==> src/rtl/soc_bus_pkg.sv <==
// ---------------------------------------------------------------------------
// soc_bus_pkg
//   Definitions shared by the APB request arbiter and its watchdog:
//   the arbiter FSM state encoding, the default store-strobe width, the
//   read-data pattern returned on a timed-out transfer, the requester port
//   indices, and the tie-break helper.
// ---------------------------------------------------------------------------
package soc_bus_pkg;

    typedef enum logic [1:0] {
        ST_IDLE  = 2'd0,
        ST_ISSUE = 2'd1,
        ST_WAIT  = 2'd2,
        ST_DONE  = 2'd3
    } arb_state_t;

    localparam int          STRB_W_DEF = 2;
    localparam logic [31:0] ERR_RDATA  = 32'hDEAD_BEEF;

    // Requester indices: port 0 = RV32I core, port 1 = UART RX drain/DMA.
    localparam logic PORT0 = 1'b0;
    localparam logic PORT1 = 1'b1;

    // Winner selection; only meaningful when at least one request is up.
    // A lone request always wins. On a tie, fixed priority favours port 0,
    // otherwise the round-robin pointer names the winner.
    function automatic logic pick_winner(input logic req0, input logic req1,
                                         input logic ptr, input logic fixed);
        if (req0 && req1) begin
            return fixed ? PORT0 : ptr;
        end
        return req1 ? PORT1 : PORT0;
    endfunction

endpackage

==> src/rtl/apb_arb_watchdog.sv <==
// ---------------------------------------------------------------------------
// apb_arb_watchdog
//   Counts cycles spent waiting for the APB master. expire is raised during
//   the LIMIT-th enabled cycle after a clear, so a wait of exactly LIMIT
//   cycles is abandoned at the end of that cycle.
// Ports
//   CLK     in  clock, rising edge
//   RESET   in  asynchronous active-low reset
//   clear   in  restart the count (held while the arbiter is in ISSUE)
//   enable  in  count this cycle (arbiter is in WAIT)
//   expire  out limit reached this cycle (combinational)
// ---------------------------------------------------------------------------
module apb_arb_watchdog #(
    parameter int LIMIT = 256
) (
    input  logic CLK,
    input  logic RESET,
    input  logic clear,
    input  logic enable,
    output logic expire
);

    localparam int          CW   = (LIMIT > 1) ? $clog2(LIMIT) : 1;
    localparam logic [CW-1:0] LAST = CW'(LIMIT - 1);

    logic [CW-1:0] cnt;

    assign expire = enable && (cnt == LAST);

    always_ff @(posedge CLK or negedge RESET) begin
        if (!RESET) begin
            cnt <= '0;
        end else if (clear) begin
            cnt <= '0;
        end else if (enable && !expire) begin
            cnt <= cnt + 1'b1;
        end
    end

endmodule

==> src/rtl/apb_req_arbiter.sv <==
// ---------------------------------------------------------------------------
// apb_req_arbiter
//   Shares the single APB_Master request port between the RV32I core
//   (port 0) and the UART RX drain/DMA engine (port 1). One transfer at a
//   time: IDLE -> ISSUE -> WAIT -> DONE -> IDLE. The winner's payload is
//   copied into the M_* registers at grant, so later requester changes are
//   ignored. Read data and the DONE pulse go back to the winner only.
// Configuration
//   APB_ARB_TIMEOUT_EN : when defined, a watchdog abandons a WAIT lasting
//                        TIMEOUT_CYCLES cycles, returns 32'hDEAD_BEEF and
//                        pulses ERRx with DONEx. Undefined: WAIT is unbounded
//                        and ERR0/ERR1 stay 0.
// Ports
//   CLK, RESET               clock / asynchronous active-low reset
//   REQx, WRx, ADDRx,
//   WDATAx, STRBx            requester x: request and payload (held to DONEx)
//   GNTx                     high from issue until DONEx inclusive
//   DONEx, ERRx              one-cycle completion / timeout pulses
//   RDATA                    load data, valid with DONEx, held until next load
//   M_TRANS_EN, M_WR_EN,
//   M_ADDR, M_WDATA, M_STRB  registered request towards APB_Master
//   M_TRANS_DONE, M_RDATA    completion and read data from APB_Master
// ---------------------------------------------------------------------------
module apb_req_arbiter
    import soc_bus_pkg::*;
#(
    parameter int WIDTH          = 32,
    parameter int STRB_W         = STRB_W_DEF,
    parameter int FIXED_PRIO     = 0,
    parameter int TIMEOUT_CYCLES = 256
) (
    input  logic              CLK,
    input  logic              RESET,
    input  logic              REQ0,
    input  logic              REQ1,
    input  logic              WR0,
    input  logic              WR1,
    input  logic [WIDTH-1:0]  ADDR0,
    input  logic [WIDTH-1:0]  ADDR1,
    input  logic [WIDTH-1:0]  WDATA0,
    input  logic [WIDTH-1:0]  WDATA1,
    input  logic [STRB_W-1:0] STRB0,
    input  logic [STRB_W-1:0] STRB1,
    output logic              GNT0,
    output logic              GNT1,
    output logic              DONE0,
    output logic              DONE1,
    output logic              ERR0,
    output logic              ERR1,
    output logic [WIDTH-1:0]  RDATA,
    output logic              M_TRANS_EN,
    output logic              M_WR_EN,
    output logic [WIDTH-1:0]  M_ADDR,
    output logic [WIDTH-1:0]  M_WDATA,
    output logic [STRB_W-1:0] M_STRB,
    input  logic              M_TRANS_DONE,
    input  logic [WIDTH-1:0]  M_RDATA
);

    arb_state_t state;
    logic       ptr;      // round-robin: port that wins the next tie
    logic       owner;    // port currently granted
    logic       winner;
    logic       timeout;

    assign winner = pick_winner(REQ0, REQ1, ptr, FIXED_PRIO != 0);

`ifdef APB_ARB_TIMEOUT_EN
    // Cleared during ISSUE so the count starts at zero on entry to WAIT.
    apb_arb_watchdog #(
        .LIMIT (TIMEOUT_CYCLES)
    ) u_watchdog (
        .CLK    (CLK),
        .RESET  (RESET),
        .clear  (state == ST_ISSUE),
        .enable (state == ST_WAIT),
        .expire (timeout)
    );
`else
    logic unused_timeout_cfg;
    assign unused_timeout_cfg = ^TIMEOUT_CYCLES;
    assign timeout            = 1'b0;
`endif

    // NOTE: every register here updates with <= so all right-hand sides see
    // the pre-edge values; blocking assignments would make the result depend
    // on statement order and break the registered-output timing.
    always_ff @(posedge CLK or negedge RESET) begin
        if (!RESET) begin
            state      <= ST_IDLE;
            ptr        <= PORT0;
            owner      <= PORT0;
            GNT0       <= 1'b0;
            GNT1       <= 1'b0;
            DONE0      <= 1'b0;
            DONE1      <= 1'b0;
            ERR0       <= 1'b0;
            ERR1       <= 1'b0;
            RDATA      <= '0;
            M_TRANS_EN <= 1'b0;
            M_WR_EN    <= 1'b0;
            M_ADDR     <= '0;
            M_WDATA    <= '0;
            M_STRB     <= '0;
        end else begin
            // Pulses last one cycle unless re-asserted below.
            DONE0 <= 1'b0;
            DONE1 <= 1'b0;
            ERR0  <= 1'b0;
            ERR1  <= 1'b0;

            case (state)
                ST_IDLE: begin
                    if (REQ0 || REQ1) begin
                        owner      <= winner;
                        GNT0       <= (winner == PORT0);
                        GNT1       <= (winner == PORT1);
                        M_WR_EN    <= (winner == PORT1) ? WR1    : WR0;
                        M_ADDR     <= (winner == PORT1) ? ADDR1  : ADDR0;
                        M_WDATA    <= (winner == PORT1) ? WDATA1 : WDATA0;
                        M_STRB     <= (winner == PORT1) ? STRB1  : STRB0;
                        // Raised here so transEn is visible during ISSUE,
                        // one cycle after the request is sampled.
                        M_TRANS_EN <= 1'b1;
                        state      <= ST_ISSUE;
                    end
                end

                // trans_done is deliberately not looked at in ISSUE.
                ST_ISSUE: state <= ST_WAIT;

                ST_WAIT: begin
                    // A real completion takes precedence over a coincident timeout.
                    if (M_TRANS_DONE || timeout) begin
                        M_TRANS_EN <= 1'b0;
                        if (M_TRANS_DONE) begin
                            if (!M_WR_EN) begin
                                RDATA <= M_RDATA;
                            end
                        end else begin
                            RDATA <= WIDTH'(ERR_RDATA);
                            ERR0  <= (owner == PORT0);
                            ERR1  <= (owner == PORT1);
                        end
                        DONE0 <= (owner == PORT0);
                        DONE1 <= (owner == PORT1);
                        ptr   <= ~owner;
                        state <= ST_DONE;
                    end
                end

                ST_DONE: begin
                    GNT0  <= 1'b0;
                    GNT1  <= 1'b0;
                    state <= ST_IDLE;
                end

                default: state <= ST_IDLE;
            endcase
        end
    end

endmodule

==> config.mk <==
export PLATFORM = sky130hd
export DESIGN_NAME = apb_req_arbiter
export DESIGN_NICKNAME = d
export VERILOG_FILES = /design/src/rtl/soc_bus_pkg.sv /design/src/rtl/apb_arb_watchdog.sv /design/src/rtl/apb_req_arbiter.sv
export SDC_FILE = /design/constraint.sdc
export NUM_CORES = 1
export LEC_CHECK = 0
export ABC_CLOCK_PERIOD_IN_PS = 2900
export CAP_MARGIN = 20
export CORE_ASPECT_RATIO = 0.5
export CORE_MARGIN = 10
export CORE_UTILIZATION = 42
export DETAILED_ROUTE_END_ITERATION = 7
export PLACE_DENSITY = 0.86
export SLEW_MARGIN = 20
export SYNTH_ARGS = -nofsm -noshare
export SYNTH_HDL_FRONTEND = slang
export SYNTH_HIERARCHICAL = 1
export SYNTH_SLANG_ARGS = --single-unit
export TNS_END_PERCENT = 20
==> constraint.sdc <==
create_clock -name CLK -period 2.9 [get_ports CLK]
set_input_delay 0.87 -clock CLK [delete_from_list [all_inputs] [get_ports CLK]]
set_output_delay 0.87 -clock CLK [all_outputs]
set_load 0.02 [all_outputs]
# Yosys cells after proc, flatten, opt, wreduce, memory -nomap -nowiden
# Cells that the tools add are included.
# W data, S select, Z words.
[word_totals]
in_bits = 171
ff_bits = 108
mem_bits_ro = 0
ramBits = 0
latch_bits = 0
mem_count = 0
output_inout_bits = 106
wordCells = 54
[op_classes]
eq_ne = 5
div = 0
muxes = 22
order_cmp = 0
add_sub_neg = 0
bitwise = 3
multipliers = 0
n_reduce_logical = 11
n_shift = 0
[ops]
columns = ["cell", "count"]
rows = [
  ["$mux W32", 2],
  ["$mux W1", 13],
  ["$pmux W2 S4", 1],
  ["$reduce_and A2 Y1", 4],
  ["$mux W2", 3],
  ["$pmux W1 S2", 3],
  ["$reduce_and A3 Y1", 2],
  ["$eq A2 B2 Y1 const B", 2],
  ["$ne A2 B2 Y1 const B", 2],
  ["$reduce_bool A2 Y1", 2],
  ["$not A1 Y1", 3],
  ["$eq A2 B1 Y1 const B", 1],
  ["$logic_not A2 Y1", 1],
  ["$logic_and A1 B1 Y1", 1],
  ["$logic_or A1 B1 Y1", 1],
]

# Longest topological paths before layout
# Gate-level depths: netlist (run 1).
[logic_depth]
word_depth = 6
mapped_depth = 7
mapped_depth_nobuf = 5

# Least setup slack after synthesis (run 1)
# No wires, ideal clock.
[synth_path]
path_kind = "input -> register"
startpoint = "input port REQ1"
endpoint = "register M_ADDR[0]"
cell_stages = 6
slack_ns = 1.024
arrival_ns = 1.746
required_ns = 2.770
path_buffers = 4
setup_time_ns = 0.130
cell_sequence = "buf_2 > o21a_1 > buf_2 > buf_2 > buf_2 > a31oi_1"
[synth_between]
elab_chain_len = 4
elab_cells_between_ends = 7
cone_classes = "mux (4); reduce/logical (3)"
[synth_rtl]
columns = ["item", "line", "source"]
rows = [
  ["from (decl)", "apb_req_arbiter.sv:35", "input logic REQ1,"],
  ["$logic_and A1 B1 Y1", "soc_bus_pkg.sv:29", "if (req0 && req1) begin"],
  ["$mux W1", "soc_bus_pkg.sv:29", ""],
  ["$mux W1", "soc_bus_pkg.sv:32", "return req1 ? PORT1 : PORT0;"],
  ["$mux W32", "apb_req_arbiter.sv:119", "M_ADDR <= (winner == PORT1) ? ADDR1 : ADDR0;"],
  ["to (signal assigned)", "apb_req_arbiter.sv:119", ""],
  ["to (decl)", "apb_req_arbiter.sv:53", "output logic [WIDTH-1:0] M_ADDR,"],
]
# Parallel ways exist; a longest one is shown, timed or not.
# A chain may end at the register's enable or synchronous reset.

# Worst setup path after layout (run 1)
[layout_path]
startpoint = "register M_WR_EN"
endpoint = "output port M_WR_EN"
[layout_rtl]
columns = ["item", "line", "source"]
rows = [
  ["from (decl)", "apb_req_arbiter.sv:52", "output logic M_WR_EN,"],
  ["from (signal assigned)", "apb_req_arbiter.sv:118", "M_WR_EN <= (winner == PORT1) ? WR1 : WR0;"],
]
# No word-level cell between the ends.

==> metrics.md, run 1 <==
| Metric | Value |
|---|---|
| CTS root buffer | clkbuf_16 |
| Max VDD drop | 0.4273 mV |
| Sum Neg Setup Slack | 0 ns |
| CTS buffer count | 9 |
| WL final | 18.83 mm |
| PortBufs | 274 |
| Number of post-CTS setup repair buffers | 0 |
| Vias/cell | 5.260 |
| Overflow after GRT | 0 |
| CTS Sinks | 108 |
| Post-synthesis compound-gate area fraction | 16.34% |
| WP data arrival | 1.41 ns |
| Share of cells above drive strength 1 | 9.404% |
| Die Height | 97.80 microns |
| Vias | 4844 |
| Synthesized area | 5084 sq um |
| Post-route ant nets | 0 |
| Vias in the first global route | 4891 |
| Wire length per cell | 20.44 microns |
| Pin count of the biggest net entering global routing | 109 |
| Post-Syn Instances | 502 |
| Total Routing Usage GR | 20.58% |
| Worst hold path class | flop to flop |
| Final hold viol count | 0 |
| Slew of the pin with the lowest slew margin | 0.6128 ns |
| Critical path endpoint category | primary output |
| Slowest-stage cell, CP | clkdlybuf4s50_1 |
| Synth area leaders | dfrtp_1 53%, mux2_4 8.9%, a31oi_1 8.4%, nand3_1 6.8%, o21ai_0 6.3% |
| Layout Area Growth over Synthesis | 62.17% |
| TritonCTS clock tree | yes |
| Row cnt | 28 |
| IO Pins | 277 |
| Synth async-reset ratio | 100.0% |
| Synth top area share | 53.16% |
| #FFs+latches synth | 108 |
| Clock latency on the worst-skew pair | 0.34 ns |
| Syn. warnings | 6 |
| Post-Synth XOR/XNOR Area | 0% |
| Seq/Total Area, Yosys | 53.16% |
| Resize count post-CTS | 0 |
| Largest family of logic cells by synthesized area | compound AO/OA/AOI/OAI gates |
| Die X | 175.6 microns |
| Slew Limit Fails | 0 |
| Core Area | 11810 sq um |
| Adder-cell share of the synthesized area | 1.231% |
| Synth Area per Inst | 10.13 sq um |
| Register area | 2703 sq um |
| Pleak | 0.003381 uW |
| Worst path top cell family by delay | buffers and inverters |
| Status | finished, final reports clean |
| Initial antenna violation count | 1 |
| Critical Path Start Type | flop |
| Worst hold slack | 0.4783 ns |
| Crit path max fanout | 3 |
| Rel. slew slack | 59.15% |
| Hold buffers post-CTS | 0 |
| Max cap viols | 0 |
| Clk buf depth | 2 |
| Placer congestion estimate | 0.8668 |
| Worst-path clk slew | 0.07 ns |
| Power Dens Cells | 1048 nW/um^2 |
| Filler cells | 875 |
| Slowest stage delay, CP | 0.65 ns |
| Ys flop type | dfrtp_1 |
| Clock Skew | 0.006140 ns |
| Minimum clock period after layout | 2.278 ns |
| Post-synthesis mux area share | 9.722% |
| Placed cell area | 7941 sq um |
| Drt initial violations | 431 |
| CP Class | flop to primary output |
| Unrepaired setup endpoints after global routing | false |
| Total power | 8644 uW |
| Final setup fails | 0 |
| Post-Synth Simple-Gate Area | 13.54% |
| Hpwl dp | 14.04 mm |
| Initial Util | 43.06% |
| Critical Path RT | 2.03 ns |
| Multi-input logic area | 2093 sq um |
| Post-synth top area cell | dfrtp_1 |
| Crit share post-route | 78.55% |
| Most common library cell in the layout ignoring fill and taps | clkdlybuf4s50_1 |
| CP bufs+invs | 1 |
| Final net count | 926 |
| CP Cell Sequence | clkdlybuf4s50_1 |
| Number of synthesized flops with an enable pin | 0 |
| Post-route cell area | 8244 sq um |
| Commonest non-fill, non-tap cells in the layout | 272 x clkdlybuf4s50_1, 108 x dfrtp_1, 71 x nor2_1 |
| Global-route wire length before repair | 28.17 mm |
| Netlist cell types | 32 |
| # H-tree levels | 3 |
| Drt pass-1 iters | 5 |
| Layout Utilization | 69.83% |
| Die Footprint | 17170 sq um |
| DRC | 0 |
| Fmax achieved | 0.4390 GHz |
## metal layers
layer / GRT usage, % / vias up / routed length, microns
met2: 38.83 / 175 / 10330
met4: 6.930 / 0 / 485
met1: 22.43 / 2348 / 7091
li1: - / 2287 / -
met5: 0 / - / 0
met3: 4.458 / 34 / 916
## kinds of logic (layout without fill, tap and decap cells)
group / Yosys count / count (layout)
AO/OA/AOI/OAI: 147 / 147
other: 1 / 3
adder cells (fa/ha/maj): 5 / 5
multiplexers: 34 / 34
flip-flops: 108 / 108
AND/OR/NAND/NOR: 151 / 151
buffers and inverters: 56 / 308
## worst reg2reg max path, delay by kind of cell (launching register included)
family,cells,cell delay (ns)
flip-flops,1,0.38
AND/OR/NAND/NOR,2,0.39
adder cells (fa/ha/maj),1,0.28
multiplexers,1,0.35
buffers and inverters,2,0.34
## state kept, by name, summed over array words and instances (netlist names)
register and count:
GNT1 1, M_STRB 2, ptr 1, DONE1 1
RDATA 32, owner 1, M_ADDR 32, M_TRANS_EN 1
state 2, M_WDATA 32, DONE0 1, M_WR_EN 1
GNT0 1
## final timing paths
kind / endpoint / slack, ns / startpoint / depth (start not counted)
worst max-delay path: M_WR_EN / 0.62 / M_WR_EN / 1
worst min-delay path: DONE0 / 0.48 / owner / 1
worst max register to register: RDATA[14] / 1.05 / state[0] / 6
worst min register to register: DONE0 / 0.48 / owner / 1
max in group asynchronous: M_WDATA[29] / 1.84 / RESET / 2
min in group asynchronous: M_WDATA[31] / 0.57 / RESET / 2
## power breakdown
group          internal (uW)  switching (uW)  leakage (uW)
Combinational           2300            2380       0.00199
Sequential              2270             436       0.00124
Clock                    681             585      0.000145
## layout make-up
cell class | instances | area share, %
Antenna cell | 1 | 0.03035
Clock buffer | 10 | 2.777
Clock inverter | 6 | 0.8651
Inverter | 5 | 0.2277
Multi-Input combinational cell | 339 | 25.39
Sequential cell | 108 | 32.78
Tap cell | 165 | 2.504
Timing Repair Buffer | 287 | 35.42
## synthesized netlist by cell type, types with 2 or more instances
cell	instances
dfrtp_1	108
nor2_1	71
nand3_1	69
a31oi_1	68
o21ai_0	64
mux2_4	30
clkbuf_1	25
buf_2	16
o21ai_1	7
a21oi_1	5
ha_1	5
inv_1	4
buf_1	3
buf_12	3
mux2_2	3
nand2b_1	3
buf_4	2
buf_6	2
## stage by stage
stage	instances	worst slack, ns
after floorplan	503	1.024
after global placement	904	0.4284
after detailed placement	904	0.3805
after CTS	920	0.6009
after global routing	921	0.5737
final	921	0.6220
(Power assumes the default switching activity.)
==> inputs of run 2 (changes only) <==
- ABC_CLOCK_PERIOD_IN_PS: 2900 -> 2050
- CORE_UTILIZATION: 42 -> 35
- PLACE_DENSITY: 0.86 -> 0.76
- clock period: 2.9 -> 2.05 ns (I/O delays scaled with it)
==> run 2 against run 1 <==
  * Non-clock buffer count is 11 higher
  * Critical endpoint unchanged
  * Register-to-register slack worse by 0.90 ns
  * Critical path type unchanged
  * Die area is 17% higher
==> metrics.md, run 2 (synthesis results as in run 1) <==
| Metric | Value |
|---|---|
| N_diodes | 0 (-1) |
| Non-filler instance count after layout | 964 (+4.7%) |
| Crit path max fanout | 3 (unchanged) |
| Placed cell area | 8078 sq um (+1.7%) |
| Drt initial violations | 332 (-23%) |
| Total Routing Usage GR | 18.05% (-2.5 points) |
| Crit share post-route | 97.16% |
| Post-route cell area | 8387 sq um (+1.7%) |
| Post-route ant nets | 0 (unchanged) |
| Vias in the first global route | 4917 (+0.53%) |
| Clock Skew | 0.008765 ns (+0.002626 ns) |
| DP Worst Slack | -0.1245 ns (-0.5050 ns) |
| Reg2reg end | RDATA[7] |
| Worst path top cell family by delay | buffers and inverters |
| Rel. slew slack | 65.31% (+6.2 points) |
| Critical R2R Launch | state[0] |
| Reg2Reg Depth | 6 (unchanged) |
| Slowest-stage cell, CP | clkdlybuf4s50_1 |
| Layout Utilization | 58.44% (-11 points) |
| CTS buffer count | 9 (unchanged) |
| WP data arrival | 1.38 ns (-0.03 ns) |
| Clock latency on the worst-skew pair | 0.34 ns (about the same) |
| Drt pass-1 iters | 5 (unchanged) |
| Slowest stage delay, CP | 0.64 ns (about the same) |
| WL final | 18.89 mm (+0.34%) |
| Vias | 4833 (-0.23%) |
| Status | finished, final reports clean |
| Post-route worst setup slack | 0.05829 ns (-0.5637 ns) |
| Final hold viol count | 0 (unchanged) |
| Placed insts | 948 (+4.9%) |
| DRC | 0 (unchanged) |
| Hold buffers post-CTS | 0 (unchanged) |
| CTS root buffer | clkbuf_16 |
| Number of post-CTS setup repair buffers | 0 (unchanged) |
| Commonest non-fill, non-tap cells in the layout | 272 x clkdlybuf4s50_1, 108 x dfrtp_1, 71 x nor2_1 |
| Power Dens Cells | 1467 nW/um^2 (+40%) |
| Critical path endpoint category | primary output |
| CP bufs+invs | 1 (unchanged) |
| Final setup fails | 0 (unchanged) |
| Row cnt | 31 (+11%) |
| CP Cell Sequence | clkdlybuf4s50_1 |
| Unrepaired setup endpoints after global routing | false |
| # H-tree levels | 3 (unchanged) |
| Wire length per cell | 19.60 microns (-4.1%) |
| Crit path depth | 1 (unchanged) |
| Worst hold path class | primary input to async pin |
| Pin count of the biggest net entering global routing | 47 (-57%) |
| Slew Limit Fails | 0 (unchanged) |
| CP Class | flop to primary output |
| Pleak | 0.003442 uW (+1.8%) |
| Initial Util | 35.42% (-7.6 points) |
| Worst reg-to-reg setup slack | 0.15 ns (-0.90 ns) |
| Slew of the pin with the lowest slew margin | 0.5204 ns (-0.09243 ns) |
| Die Height | 105.2 microns (+7.6%) |
| Most common library cell in the layout ignoring fill and taps | clkdlybuf4s50_1 |
| Max cap viols | 0 (unchanged) |
| Die X | 190.4 microns (+8.5%) |
| PortBufs | 274 (unchanged) |
| Initial antenna violation count | 0 (-1) |
| IO Pins | 277 (unchanged) |
| Max VDD drop | 0.5588 mV (+31%) |
| Global-route wire length before repair | 28.91 mm (+2.6%) |
| Clk buf depth | 2 (unchanged) |
| Critical Path Start Type | flop |
| TritonCTS clock tree | yes |
| Layout Area Growth over Synthesis | 64.98% |
| Placer congestion estimate | 0.8039 (-7.3%) |
| Die Footprint | 20040 sq um (+17%) |
| Largest regs | M_ADDR: 32 flops, M_WDATA: 32 flops, RDATA: 32 flops |
| Vias/cell | 5.013 (-4.7%) |
| Total power | 12300 uW (+42%) |
| Worst-path clk slew | 0.07 ns (about the same) |
| CTS Sinks | 108 (unchanged) |
| Minimum clock period after layout | 1.992 ns |
| Core Area | 14350 sq um (+22%) |
| Share of cells above drive strength 1 | 10.70% (+1.3 points) |
| Hpwl dp | 14.57 mm (+3.8%) |
| Final net count | 937 (+1.2%) |
| Overflow after GRT | 0 (unchanged) |
| Fmax achieved | 0.5021 GHz |
| Critical Path RT | 1.43 ns (-0.60 ns) |
| Resize count post-CTS | 0 (unchanged) |
## run 2: worst max path at each step
| stage | endpoint | slack (ns) | from |
|---|---|---|---|
| finish | M_WR_EN | 0.06 | M_WR_EN |
| global route | GNT0 | 0.01 | GNT0 |
| CTS | M_WR_EN | 0.04 | M_WR_EN |
| detailed placement | RDATA[0] | -0.12 | M_TRANS_DONE |
| global placement | RDATA[12] | -0.11 | M_TRANS_DONE |
| floorplan | RDATA[0] | 0.37 | state[0] |
## run 2: layout make-up
type | count | area (sq um)
multi-input cells | 339 | 2093
inverters | 5 | 18.77
clock inverters | 6 | 80.08
clock buffers | 10 | 229.0
fillers | 1223 | 5964
well taps | 198 | 247.7
flip-flops and latches | 108 | 2703
repair buffers | 298 | 3015
## run 2: metrics by stage
| stage | TNS (ns) | hold slack, ns |
|---|---|---|
| 2_1_floorplan | 0 | 0.3194 |
| 6_report | 0 | 0.2447 |
| 5_1_grt | 0 | 0.2734 |
| 4_1_cts | 0 | 0.2514 |
| 3_3_place_gp | -3.806 | 0.4618 |
| 3_5_place_dp | -4.969 | 0.4626 |
## run 2: power breakdown
group	switching, uW	internal, uW
logic	3340	3320
clock network	844	980
registers	611	3210
total	4790	7510
## run 2: metal layers
| layer | global-route usage [%] | up-vias | share of wire, % |
|---|---|---|---|
| li1 | - | 2308 | - |
| met1 | 20.67 | 2378 | 38 |
| met2 | 34.58 | 132 | 56 |
| met3 | 2.961 | 15 | 4.0 |
| met4 | 3.631 | 0 | 1.2 |
| met5 | 0 | - | 0 |
==> inputs of run 3 (changes only) <==
- CELL_PAD_IN_SITES_DETAIL_PLACEMENT: default -> 1
- CELL_PAD_IN_SITES_GLOBAL_PLACEMENT: default -> 1
- CORE_UTILIZATION: 35 -> 26
- PLACE_DENSITY: 0.76 -> default
- PLACE_DENSITY_LB_ADDON: default -> 0.1
==> run 3 against run 2 <==
  * Worst hold slack worse by 0.087 ns
  * Global-route usage is 2.5 points lower
  * Critical path depth did not move
  * Sequential power is essentially flat
  * Critical endpoint is now M_WDATA[8]
  * Fmax increased by 0.65%
  * Power grew 2.9%
  * Core utilization down 14 points
==> metrics.md, run 3 (synthesis results as in run 1) <==
| Metric | Value |
|---|---|
| Status | finished, final reports clean |
| CTS buffer count | 9 (unchanged) |
| Crit path max fanout | 2 (-1) |
| Pleak | 0.003469 uW (+0.79%) |
| Drt pass-1 iters | 4 (-1) |
| Die X | 217.8 microns (+14%) |
| IO Pins | 277 (unchanged) |
| Post-route ant nets | 0 (unchanged) |
| WP data arrival | 1.36 ns (-0.02 ns) |
| Vias in the first global route | 5161 (+5.0%) |
| Placed insts | 1012 (+6.8%) |
| Pin count of the biggest net entering global routing | 50 (+6.4%) |
| Worst hold slack | 0.1580 ns (-0.08670 ns) |
| Vias | 4791 (-0.87%) |
| Slowest-stage cell, CP | clkdlybuf4s50_1 |
| Row cnt | 36 (+16%) |
| Worst-path clk slew | 0.08 ns (about the same) |
| Non-filler instance count after layout | 1029 (+6.7%) |
| Clock Skew | 0.007832 ns (-0.0009330 ns) |
| Initial antenna violation count | 1 (+1) |
| Number of post-CTS setup repair buffers | 0 (unchanged) |
| Worst hold path class | primary input to async pin |
| # H-tree levels | 3 (unchanged) |
| Largest regs | M_ADDR: 32 flops, M_WDATA: 32 flops, RDATA: 32 flops |
| Overflow after GRT | 0 (unchanged) |
| Critical Path Start Type | flop |
| Total Routing Usage GR | 15.56% (-2.5 points) |
| CP bufs+invs | 1 (unchanged) |
| Post-route cell area | 8543 sq um (+1.9%) |
| Hold buffers post-CTS | 0 (unchanged) |
| Die Footprint | 25890 sq um (+29%) |
| Critical Path RT | 1.43 ns (about the same) |
| Slew Limit Fails | 0 (unchanged) |
| Critical path endpoint category | primary output |
| Clk buf depth | 2 (unchanged) |
| CP Cell Sequence | clkdlybuf4s50_1 |
| Unrepaired setup endpoints after global routing | false |
| Layout Area Growth over Synthesis | 68.05% |
| Core Area | 19320 sq um (+35%) |
| Max VDD drop | 0.5515 mV (-1.3%) |
| CTS root buffer | clkbuf_16 |
| DRC | 0 (unchanged) |
| Share of cells above drive strength 1 | 10.24% (-0.47 points) |
| Die Height | 118.9 microns (+13%) |
| Hpwl dp | 15.40 mm (+5.7%) |
| Max cap viols | 0 (unchanged) |
| Commonest non-fill, non-tap cells in the layout | 270 x clkdlybuf4s50_1, 108 x dfrtp_1, 71 x nor2_1 |
| Critical R2R Launch | state[0] |
| WL final | 20.70 mm (+9.6%) |
| Resize count post-CTS | 0 (unchanged) |
| Vias/cell | 4.656 (-7.1%) |
| Fmax achieved | 0.5053 GHz (+0.65%) |
| Minimum clock period after layout | 1.979 ns (-0.01286 ns) |
| Critical Path Source | M_WDATA[8] |
| Most common library cell in the layout ignoring fill and taps | clkdlybuf4s50_1 |
| CP Class | flop to primary output |
| Placer congestion estimate | 0.7216 (-10%) |
| Clock latency on the worst-skew pair | 0.36 ns (+0.02 ns) |
| Drt initial violations | 215 (-35%) |
| Post-route worst setup slack | 0.07114 ns (+0.01286 ns) |
| PortBufs | 274 (unchanged) |
| Worst path top cell family by delay | buffers and inverters |
| TritonCTS clock tree | yes |
| DP Worst Slack | -0.1177 ns (+0.006793 ns) |
| Wire length per cell | 20.12 microns (+2.7%) |
| CTS Sinks | 108 (unchanged) |
| Slowest stage delay, CP | 0.65 ns (about the same) |
| Final hold viol count | 0 (unchanged) |
| Power Dens Cells | 1481 nW/um^2 (+1.0%) |
| Crit share post-route | 96.53% (-0.63 points) |
| Final setup fails | 0 (unchanged) |
| Placed cell area | 8170 sq um (+1.1%) |
| Final net count | 933 (-0.43%) |
| Global-route wire length before repair | 31.77 mm (+9.9%) |
| Initial Util | 26.31% (-9.1 points) |
-- run 3: per-layer routing --
layer	vias up	track usage (%)	share of wire, %
met2	110	27.06	50
met4	0	3.019	0.72
met1	2381	18.77	43
met3	10	4.699	5.5
li1	2290	-	-
met5	-	0	0
-- run 3: layout make-up --
cell class                      instances  area [sq um]
Antenna cell                            1         2.502
Tap cell                              266         332.8
Fill cell                            2150         10780
Timing Repair Buffer                  294          3028
Clock inverter                          6         136.4
Sequential cell                       108          2703
Multi-Input combinational cell        339          2093
Clock buffer                           10         229.0
Inverter                                5         18.77
-- run 3: path summary, 6_finish.rpt --
path | to | slack (ns) | cells past startpoint
setup / recovery | M_WDATA[8] | 0.07 | 1
max in group asynchronous | M_ADDR[21] | 1.33 | 2
setup reg to reg | RDATA[31] | 0.17 | 6
min in group CLK | DONE0 | 0.47 | 1
hold / removal | M_WDATA[14] | 0.16 | 1
hold reg to reg | DONE0 | 0.47 | 1
-- run 3: power breakdown --
group	internal (uW)	total (uW)	leakage [uW]	switching, uW
Clock	1320	2170	0.000173	844
Sequential	3210	3790	0.00124	586
Combinational	3330	6700	0.00205	3360
-- run 3: metrics by stage --
stage	total power, uW	TNS [ns]	utilization [%]
2_1_floorplan	7303	0	-
3_3_place_gp	10530	-3.375	42.28
5_1_grt	13520	0	44.21
3_5_place_dp	10660	-4.594	42.28
4_1_cts	12900	0	44.17
6_report	12660	0	44.21
